**config.mk**
```make
export PLATFORM = sky130hd
export DESIGN_NAME = icc_forward_unit_flat
export DESIGN_NICKNAME = d
export VERILOG_FILES = /design/src/rtl/icc_forward_unit_if.sv /design/src/rtl/icc_forward_unit.sv /design/src/flat_wrapper.sv
export SDC_FILE = /design/constraint.sdc
export NUM_CORES = 1
export LEC_CHECK = 0
export CELL_PAD_IN_SITES_DETAIL_PLACEMENT = 2
export CELL_PAD_IN_SITES_GLOBAL_PLACEMENT = 2
export CORE_MARGIN = 2
export CORE_UTILIZATION = 27
export DETAILED_ROUTE_END_ITERATION = 16
export GPL_ROUTABILITY_DRIVEN = 1
export PLACE_DENSITY_LB_ADDON = 0.08
export SYNTH_ARGS = -nofsm -noshare
export SYNTH_HDL_FRONTEND = slang
export SYNTH_SLANG_ARGS = --single-unit
```
**constraint.sdc**
```tcl
create_clock -name clk -period 2 [get_ports clk]
set_input_delay 0.3 -clock clk [delete_from_list [all_inputs] [get_ports clk]]
set_output_delay 0.3 -clock clk [all_outputs]
set_load 0.02 [all_outputs]
```
**src/rtl/icc_forward_unit_if.sv**
```systemverilog
// ---------------------------------------------------------------------------
// icc_forward_unit_if
//   Bundles the EX-side condition-code inputs, pipeline control, explicit
//   icc write port and the forwarded/committed flag outputs of
//   icc_forward_unit.
//   master : the pipeline side (drives EX/control/WRPSR, reads flags)
//   slave  : icc_forward_unit itself
//   Flag vectors are always {N,Z,V,C} = [3:0].
// ---------------------------------------------------------------------------
interface icc_forward_unit_if;
    logic       ex_valid;
    logic       ex_cc_we;
    logic [3:0] ex_flags;
    logic       stall;
    logic       flush;
    logic       psr_wr_en;
    logic [3:0] psr_wr_icc;
    logic       sticky_clr;
    logic       N_CC;
    logic       Z_CC;
    logic       V_CC;
    logic       C_CC;
    logic [3:0] icc_arch;
    logic       cc_pending;
    logic       ov_sticky;

    modport master (
        output ex_valid, ex_cc_we, ex_flags, stall, flush,
               psr_wr_en, psr_wr_icc, sticky_clr,
        input  N_CC, Z_CC, V_CC, C_CC, icc_arch, cc_pending, ov_sticky
    );

    modport slave (
        input  ex_valid, ex_cc_we, ex_flags, stall, flush,
               psr_wr_en, psr_wr_icc, sticky_clr,
        output N_CC, Z_CC, V_CC, C_CC, icc_arch, cc_pending, ov_sticky
    );
endinterface

```
**src/rtl/icc_forward_unit.sv**
```systemverilog
// ---------------------------------------------------------------------------
// icc_forward_unit
//   Producer side of the branch condition codes. Captures {N,Z,V,C} from
//   cc-setting ALU ops in EX, carries them through PIPE_DEPTH in-flight
//   stages (stage[0]=MEM .. stage[PIPE_DEPTH-1]=WB), commits them to the
//   architectural icc at WB, and forwards the newest valid flags to the
//   branch condition evaluator so no stall is needed after ADDcc/SUBcc.
//
// Parameters
//   PIPE_DEPTH  in-flight stages between EX and commit (1..3)
//   RESET_ICC   architectural {N,Z,V,C} after reset
//
// Ports
//   clk    rising-edge clock
//   reset  asynchronous, active-high
//   bus    icc_forward_unit_if.slave: EX capture inputs, stall/flush,
//          WRPSR write, sticky clear; forwarded N/Z/V/C_CC, icc_arch,
//          cc_pending, ov_sticky
//
// Build option
//   ICC_STICKY_OV_EN  adds a sticky overflow bit set by any commit with V=1
//                     and cleared by sticky_clr; without it ov_sticky is 0.
// ---------------------------------------------------------------------------
module icc_forward_unit #(
    parameter int         PIPE_DEPTH = 2,
    parameter logic [3:0] RESET_ICC  = 4'b0000
) (
    input  logic                  clk,
    input  logic                  reset,
    icc_forward_unit_if.slave     bus
);

    localparam int LAST = PIPE_DEPTH - 1;

    logic                       w_cap;
    logic [PIPE_DEPTH-1:0]      r_stage_vld;
    logic [PIPE_DEPTH-1:0][3:0] r_stage_flags;
    logic [3:0]                 r_icc_arch;
    logic [3:0]                 w_fwd;

    // Capture ignores stall: the EX op is still visible for forwarding while
    // the pipe is frozen; stall only governs whether it moves on.
    assign w_cap = bus.ex_valid & bus.ex_cc_we & ~bus.flush;

    always_ff @(posedge clk or posedge reset) begin
        if (reset) begin
            r_stage_vld   <= '0;
            r_stage_flags <= '0;
            r_icc_arch    <= RESET_ICC;
        end else if (!bus.stall) begin
            r_stage_vld[0]   <= w_cap;
            r_stage_flags[0] <= bus.ex_flags;
            for (int i = 1; i < PIPE_DEPTH; i++) begin
                r_stage_vld[i]   <= r_stage_vld[i-1];
                r_stage_flags[i] <= r_stage_flags[i-1];
            end
            // WRPSR overrides a same-cycle WB commit; that commit is lost.
            if (bus.psr_wr_en) begin
                r_icc_arch <= bus.psr_wr_icc;
            end else if (r_stage_vld[LAST]) begin
                r_icc_arch <= r_stage_flags[LAST];
            end
        end
    end

    // Oldest first so each younger valid stage overrides, EX wins last.
    always_comb begin
        w_fwd = r_icc_arch;
        for (int i = LAST; i >= 0; i--) begin
            if (r_stage_vld[i]) begin
                w_fwd = r_stage_flags[i];
            end
        end
        if (w_cap) begin
            w_fwd = bus.ex_flags;
        end
    end

    assign bus.N_CC       = w_fwd[3];
    assign bus.Z_CC       = w_fwd[2];
    assign bus.V_CC       = w_fwd[1];
    assign bus.C_CC       = w_fwd[0];
    assign bus.icc_arch   = r_icc_arch;
    assign bus.cc_pending = w_cap | (|r_stage_vld);

`ifdef ICC_STICKY_OV_EN
    logic r_ov_sticky;
    logic w_commit_v;

    // V of whatever actually lands in icc_arch this edge.
    assign w_commit_v = bus.psr_wr_en ? bus.psr_wr_icc[1]
                                      : (r_stage_vld[LAST] & r_stage_flags[LAST][1]);

    always_ff @(posedge clk or posedge reset) begin
        if (reset) begin
            r_ov_sticky <= 1'b0;
        end else if (!bus.stall) begin
            if (w_commit_v) begin
                r_ov_sticky <= 1'b1;
            end else if (bus.sticky_clr) begin
                r_ov_sticky <= 1'b0;
            end
        end
    end

    assign bus.ov_sticky = r_ov_sticky;
`else
    assign bus.ov_sticky = 1'b0;
`endif

endmodule
```
**src/flat_wrapper.sv**
```systemverilog
// flat-port wrapper written by rule: the top's interface ports become plain ports
module icc_forward_unit_flat 
#(
    parameter int         PIPE_DEPTH = 2,
    parameter logic [3:0] RESET_ICC  = 4'b0000
)
  (clk, reset, bus_ex_valid, bus_ex_cc_we, bus_ex_flags, bus_stall, bus_flush, bus_psr_wr_en, bus_psr_wr_icc, bus_sticky_clr, bus_N_CC, bus_Z_CC, bus_V_CC, bus_C_CC, bus_icc_arch, bus_cc_pending, bus_ov_sticky);
  icc_forward_unit_if bus_i ();
  input  logic clk;
  input  logic reset;
  input wire logic [$bits(bus_i.ex_valid)-1:0] bus_ex_valid;
  input wire logic [$bits(bus_i.ex_cc_we)-1:0] bus_ex_cc_we;
  input wire logic [$bits(bus_i.ex_flags)-1:0] bus_ex_flags;
  input wire logic [$bits(bus_i.stall)-1:0] bus_stall;
  input wire logic [$bits(bus_i.flush)-1:0] bus_flush;
  input wire logic [$bits(bus_i.psr_wr_en)-1:0] bus_psr_wr_en;
  input wire logic [$bits(bus_i.psr_wr_icc)-1:0] bus_psr_wr_icc;
  input wire logic [$bits(bus_i.sticky_clr)-1:0] bus_sticky_clr;
  output wire logic [$bits(bus_i.N_CC)-1:0] bus_N_CC;
  output wire logic [$bits(bus_i.Z_CC)-1:0] bus_Z_CC;
  output wire logic [$bits(bus_i.V_CC)-1:0] bus_V_CC;
  output wire logic [$bits(bus_i.C_CC)-1:0] bus_C_CC;
  output wire logic [$bits(bus_i.icc_arch)-1:0] bus_icc_arch;
  output wire logic [$bits(bus_i.cc_pending)-1:0] bus_cc_pending;
  output wire logic [$bits(bus_i.ov_sticky)-1:0] bus_ov_sticky;
  assign bus_i.ex_valid = bus_ex_valid;
  assign bus_i.ex_cc_we = bus_ex_cc_we;
  assign bus_i.ex_flags = bus_ex_flags;
  assign bus_i.stall = bus_stall;
  assign bus_i.flush = bus_flush;
  assign bus_i.psr_wr_en = bus_psr_wr_en;
  assign bus_i.psr_wr_icc = bus_psr_wr_icc;
  assign bus_i.sticky_clr = bus_sticky_clr;
  assign bus_N_CC = bus_i.N_CC;
  assign bus_Z_CC = bus_i.Z_CC;
  assign bus_V_CC = bus_i.V_CC;
  assign bus_C_CC = bus_i.C_CC;
  assign bus_icc_arch = bus_i.icc_arch;
  assign bus_cc_pending = bus_i.cc_pending;
  assign bus_ov_sticky = bus_i.ov_sticky;
  icc_forward_unit #(.PIPE_DEPTH(PIPE_DEPTH), .RESET_ICC(RESET_ICC)) u_core (.clk(clk), .reset(reset), .bus(bus_i));
endmodule
```
==> summary.md, run 1 <==
| Metric | Value |
|---|---|
| Outcome | complete, but fails checks |
| Failing checks | setup timing |
| Final Max Slew Viols | 0 |
| Drc violations | 0 |
| Distinct cells, synth | 13 |
| Data required time at the worst endpoint | about 1.7 ns |
| Hold Violations, Final | 0 |
| Largest net degree at the start of global routing | 20 |
| FP Rows | 18 |
| Met2 wire len | 893 um |
| WL met1 | 715 um |
| Lkg Pwr | a little under 0.5 nW |
| CTS buffer count | 3 |
| Minimum clock period | slightly above 2 ns |
| Worst EP arrival | approximately 1.8 ns |
| Fmax | 485.0 MHz |
| Synthesized Nets | 75 |
| Initial antenna violation count | 0 |
| First-pass GRT wire length | 3091 um |
| RSZ-0062 raised after global routing | yes |
| Post-Layout Cell Count | between 100 and 150 |
| Worst Hold Class | input port to asynchronous set/reset pin |
| Total grt overflow | 0 |
| Slew margin rel. | 0.6350 |
| Peak VDD IR | around 0.3 mV |
| Cell Area, Placed | 998.5 um2 |
| Drt first pass iters | 2 |
| Clk_lat worst skew | ~0.28 ns |
| Share of cells above drive strength 1 | 0.4070 |
| CTS root buffer | clkbuf_4 |
| Multi-input gate area | between 300 and 400 um2 |
| 1st-iter DRT viols | 1 |
| Layout Nets | 103 |
| Post_cts resized | 33 |
| Ys Warns | 0 |
| Drt wl/cell | 14.59 um |
| Final period utilization | 1.031 |
| Clock buffer depth | 2 |
| Synthesized area | 725.7 um2 |
| Sink Count | 14 |
| Synth top area cells | dfrtp_1, mux2_2, mux2i_1 |
| Vias in the first global route | around 660 |
| Syn_area_per_cell | between 10 and 15 um2 |
| Placed cells | roughly 110 |
| Worst slew pin tran | 0.5468 ns |
| Routed Antenna Nets | 0 |
| Routed vias | between 500 and 600 |
| Worst Skew | 0.01101 ns |
| Hpwl dp | approximately 1200 um |
| Initial Utilization | 0.2877 |
| Worst reg2reg path startpoint | u_core.r_stage_vld[1] |
| Drt total wl | between 1500 and 2000 um |
| CP startpoint | u_core.r_stage_vld[1] |
| Yosys top cell by area | dfrtp_1 |
| PD cells | 788.3 mW/mm2 |
| Diodes inserted | 0 |
| Crit. End Element | primary output |
| Final RePlAce weighted congestion | about 0.64 |
| Total GRT Usage | 0.1273 |
| Crit path kind | flip-flop to primary output |
| Highest Signal Layer | met4 |
| Yosys reg bits | 14 |
| Clock tree from TritonCTS | built |
| Die area | 0.003119 mm2 |
| CTS H-Tree Depth | 1 |
| Minimum hold slack | 0.3507 ns |
| Critical path launch point type | flip-flop |
| Core Region | 0.002522 mm2 |
| Count of final setup violators | 4 |
| Die Height | ~56 um |
| Port buffer count | 23 |
| Fillers | approximately 270 |
| MaxCap Viol Count | 0 |
| Area Overhead vs Synth | 47.93% |
| Num ports | 26 |
| Post-route setup slack | -0.06167 ns |
| Hold-fix buffers, CTS | 0 |
| Reg clk slew, reported paths | roughly 0.1 ns |
| Post-route design area | between 0.001 and 0.0015 mm2 |
| Total Power | between 0.0008 and 0.0009 W |
| CP Max Fanout | 6 |
| Share of Yosys cell area claimed by the top area cell type | 0.4828 |
| Drt via density | 4.793 |
| Sequential area share after synthesis | 0.4828 |
| DIE WIDTH | between 50 and 60 um |
| DR WL met3 | around 69 um |
| Post-CTS setup buffer count | 0 |
| Mapped Cells | 59 |
| Register area | approximately 350 um2 |
-- synthesized netlist by cell type --
library cell and count:
nand3b_1 1, conb_1 1, dfrtp_1 14, buf_6 1
mux2_2 21, buf_2 2, inv_1 1, mux2i_1 4
nor2_1 1, nand2_1 6, o21ai_0 5, clkbuf_1 1
buf_4 1
-- worst paths after layout --
kind	end	slack (ns)	cells after the start
max	bus_Z_CC	-0.06	4
min	u_core.r_stage_vld[0]	0.35	2
max reg2reg	u_core.bus.icc_arch[2]	0.84	3
min reg2reg	u_core.r_stage_flags[6]	0.52	1
max in group asynchronous	u_core.r_stage_vld[1]	1.26	2
min in group clk	u_core.r_stage_flags[6]	0.52	1
-- flip-flops by register name (all words and copies together) (netlist names) --
signal,flops
u_core.r_stage_flags,8
u_core.bus.icc_arch,4
u_core.r_stage_vld,2
-- kinds of logic after synthesis --
kind of cell / count (synthesis) / share of synthesized area
simple gates: 8 / 0.04655
flops: 14 / 0.4828
other cells: 1 / 0.005167
buf+inv: 6 / 0.04999
mux: 25 / 0.3810
compound gates: 5 / 0.03448
-- per-layer routing --
metal  GRT usage  vias to the layer above
met5           0                        -
met1      0.1565                      281
li1            -                      258
met2      0.2143                       15
met3     0.02326                        2
met4     0.06122                        0
-- layout by cell type (no fill, tap or decap) --
| cell | synthesis | layout |
|---|---|---|
| clkdlybuf4s50_1 | 0 | 18 |
| clkbuf_4 | 0 | 3 |
| mux2_2 | 21 | 13 |
| dlymetal6s2s_1 | 0 | 1 |
| buf_6 | 1 | 4 |
| dfrtp_2 | 0 | 1 |
| o21ai_0 | 5 | 5 |
| mux2_4 | 0 | 8 |
| conb_1 | 1 | 1 |
| nand3b_1 | 1 | 1 |
| inv_1 | 1 | 1 |
| mux2i_1 | 4 | 4 |
| buf_4 | 1 | 5 |
| nand2_1 | 6 | 6 |
| nor2_1 | 1 | 1 |
| dfrtp_1 | 14 | 13 |
| clkbuf_8 | 0 | 1 |
-- report_power, final --
group,internal (W),leakage [nW],switching (W),total [W]
combinational,0.000177,0.307,0.000113,0.000290
clock,0.000111,0.0210,0.000102,0.000212
sequential,0.000318,0.169,0.0000260,0.000344
total,0.000606,0.497,0.000241,0.000846
-- stage by stage --
step           setup TNS (ns)  worst slack (ns)  utilization
6_report              -0.2307          -0.06167       0.4256
5_1_grt               -0.4250           -0.1122       0.4256
4_1_cts               -0.2257          -0.06322       0.4246
3_5_place_dp          -0.8312           -0.2234       0.3958
3_3_place_gp          -0.7644           -0.1948       0.3958
2_1_floorplan               0            0.3812            -
-- worst max-delay path, cell delays in order, from the launching register on --
cell and delay, ns:
dfrtp_2 0.49, mux2_4 0.33, mux2_2 0.26, mux2_4 0.26, buf_6 0.13
-- final cells by class --
cell class / count / area share
multi-input combinational: 39 / 0.3438
sequential: 14 / 0.3275
timing repair buffer: 28 / 0.2564
tap: 30 / 0.03497
clock buffer: 4 / 0.03380
inverter: 1 / 0.003497
No activity file was read; power rests on OpenSTA's default activity.
==> inputs of run 2 (changes only) <==
- CORE_UTILIZATION: 27 -> 24
- clock period: 2 -> 1.69 ns (I/O delays scaled with it)
==> summary.md, run 2 (synthesized netlist as in run 1, its figures left out) <==
| Metric | Value |
|---|---|
| Largest net degree at the start of global routing | 20 (unchanged) |
| Fmax | 500.7 MHz |
| Worst-path cell chain | mux2_4 -> mux2_2 -> mux2_4 -> buf_6 (unchanged) |
| Failing checks | DRC, setup timing (was setup timing) |
| Data required time at the worst endpoint | 1.44 ns (was 1.70 ns) |
| Clock buffer depth | 2 (unchanged) |
| First-pass GRT wire length | 3167 um (was 3091 um) |
| Fillers | 312 (was 274) |
| Outcome | complete, but fails checks (unchanged) |
| Share of cells above drive strength 1 | 0.4556 (was 0.4070) |
| Drt total wl | 1855 um (was 1692 um) |
| Worst Hold Class | input port to asynchronous set/reset pin (unchanged) |
| Core Region | 0.002805 mm2 (was 0.002522 mm2) |
| Routed vias | 565 (was 556) |
| Port buffer count | 23 (unchanged) |
| TNS Setup | -1.189 ns (was -0.2307 ns) |
| Initial Utilization | 0.2587 (was 0.2877) |
| Sink Count | 14 (unchanged) |
| Final RePlAce weighted congestion | 0.6421 (unchanged) |
| Hpwl dp | 1297 um (was 1230 um) |
| Critical path launch point type | flip-flop (unchanged) |
| Max FFs per register | 8 (unchanged) |
| FP Rows | 19 (was 18) |
| Vias in the first global route | 658 (was 656) |
| PD cells | 919.6 mW/mm2 (was 788.3 mW/mm2) |
| CP Max Fanout | 5 (was 6) |
| CTS buffer count | 3 (unchanged) |
| Worst EP arrival | 1.74 ns (was 1.76 ns) |
| Crit. End Element | primary output (unchanged) |
| CTS H-Tree Depth | 1 (unchanged) |
| Reg clk slew, reported paths | 0.09 ns (was 0.10 ns) |
| Worst slew pin tran | 0.5572 ns (was 0.5468 ns) |
| Minimum clock period | around 2.0 ns |
| Worst path max stage delay | 0.47 ns (was 0.49 ns) |
| Final period utilization | 1.182 |
| DIE WIDTH | 58.99 um (was 55.85 um) |
| Drc violations | 1 (was 0) |
| Most common cell after layout, fill and taps aside | clkdlybuf4s50_1 (unchanged) |
| CP startpoint | u_core.r_stage_vld[1] (unchanged) |
| Area Overhead vs Synth | 51.38% (was 47.93%) |
| Total grt overflow | 0 (unchanged) |
| Most used cell, CP | mux2_4 (unchanged) |
| R2R Setup Slk | 0.56 ns (was 0.84 ns) |
| Die Height | 58.99 um (was 55.85 um) |
| Total GRT Usage | 0.1264 (was 0.1273) |
| Worst reg2reg path startpoint | u_core.r_stage_vld[1] (unchanged) |
| Routed Antenna Nets | 0 (unchanged) |
| Count of final setup violators | 4 (unchanged) |
| Clock tree from TritonCTS | built (unchanged) |
| Layout Nets | 107 (was 103) |
| Drt first pass iters | 9 (was 2) |
| Drt wl/cell | 15.33 um (was 14.59 um) |
| Worst Skew | 0.0006190 ns (was 0.01101 ns) |
| RSZ-0062 raised after global routing | yes (unchanged) |
| Top reg by flops | u_core.r_stage_flags (unchanged) |
| CTS root buffer | clkbuf_4 (unchanged) |
| 1st-iter DRT viols | 15 (was 1) |
| Hold Violations, Final | 0 (unchanged) |
| Hold-fix buffers, CTS | 0 (unchanged) |
| Post-route setup slack | -0.3071 ns (was -0.06167 ns) |
| MaxCap Viol Count | 0 (unchanged) |
| Commonest non-fill, non-tap cells in the layout | clkdlybuf4s50_1, mux2_2, dfrtp_1 (unchanged) |
| Diodes inserted | 0 (unchanged) |
| Drt via density | 4.669 (was 4.793) |
| Clk_lat worst skew | 0.29 ns (was 0.28 ns) |
| Crit path kind | flip-flop to primary output (unchanged) |
| Slew margin rel. | 0.6281 (was 0.6350) |
| Setup WS pre-CTS | -0.4701 ns (was -0.2234 ns) |
| Worst r2r path cells | 3 (unchanged) |
| Num ports | 26 (unchanged) |
| Slowest cell on crit path | dfrtp_2 (unchanged) |
| Worst r2r dst | u_core.bus.icc_arch[1] (was u_core.bus.icc_arch[2]) |
| Lkg Pwr | 0.5036 nW (was 0.4971 nW) |
| Die area | 0.003480 mm2 (was 0.003119 mm2) |
| Peak VDD IR | 0.3429 mV (was 0.3044 mV) |
| Final Max Slew Viols | 0 (unchanged) |
| Initial antenna violation count | 0 (unchanged) |
run 2: changes by cell type in the layout (fill, tap and decap cells not counted):
cell and delta:
buf_4 +4, clkbuf_2 +1, dfrtp_1 -1, dfrtp_2 +1, dlymetal6s2s_1 -1
run 2: power by group:
part | total (W) | internal (W) | switching, W
Clock | 0.000249 | 0.000131 | 0.000117
Sequential | 0.000409 | 0.000377 | 0.0000326
Combinational | 0.000352 | 0.000215 | 0.000138
run 2: how the worst max path moves through the flow:
| stage | endpoint | cells past startpoint |
|---|---|---|
| final | bus_V_CC | 4 |
| after global placement | bus_N_CC | 4 |
| after CTS | bus_V_CC | 4 |
| after floorplan | bus_C_CC | 3 |
| after global routing | bus_V_CC | 4 |
| after detailed placement | bus_V_CC | 4 |
run 2: final cells by class:
| cell class | instances | area (um2) | share of cell area |
|---|---|---|---|
| Multi-Input combinational cell | 39 | 369.1 | 0.3360 |
| Sequential cell | 14 | 352.8 | 0.3212 |
| Timing Repair Buffer | 32 | 297.8 | 0.2711 |
| Tap cell | 31 | 38.79 | 0.03531 |
| Clock buffer | 4 | 36.28 | 0.03303 |
| Inverter | 1 | 3.754 | 0.003417 |
run 2: worst max-delay path: cells and delay by family, from the launching register on:
| kind | cells | cell delay, ns |
|---|---|---|
| buf+inv | 1 | 0.13 |
| flops | 1 | 0.47 |
| mux | 3 | 0.84 |
run 2: timing repair:
item	in CTS	in global routing
setup buffers	1	0
gates cloned	0	0
resized for setup	35	2
endpoints found under the setup margin	5	5
run 2: through the flow:
stage	instance area [um2]	util	instances	hold WS, ns	total power (W)
2_1_floorplan	725.7	-	59	0.1427	0.0005804
3_3_place_gp	1022	0.3644	116	0.4843	0.0007293
3_5_place_dp	1022	0.3644	116	0.4924	0.0007362
4_1_cts	1102	0.3930	121	0.3339	0.001031
5_1_grt	1099	0.3916	121	0.3621	0.001076
6_report	1099	0.3916	121	0.3101	0.001010
run 2: per-layer routing:
layer  wire (um)  GRT usage  vias up
met3         134    0.05240        5
met1         821     0.1667      274
met2         877     0.1937       21
met5           0          0        -
li1            -          -      265
met4          22    0.02922        0
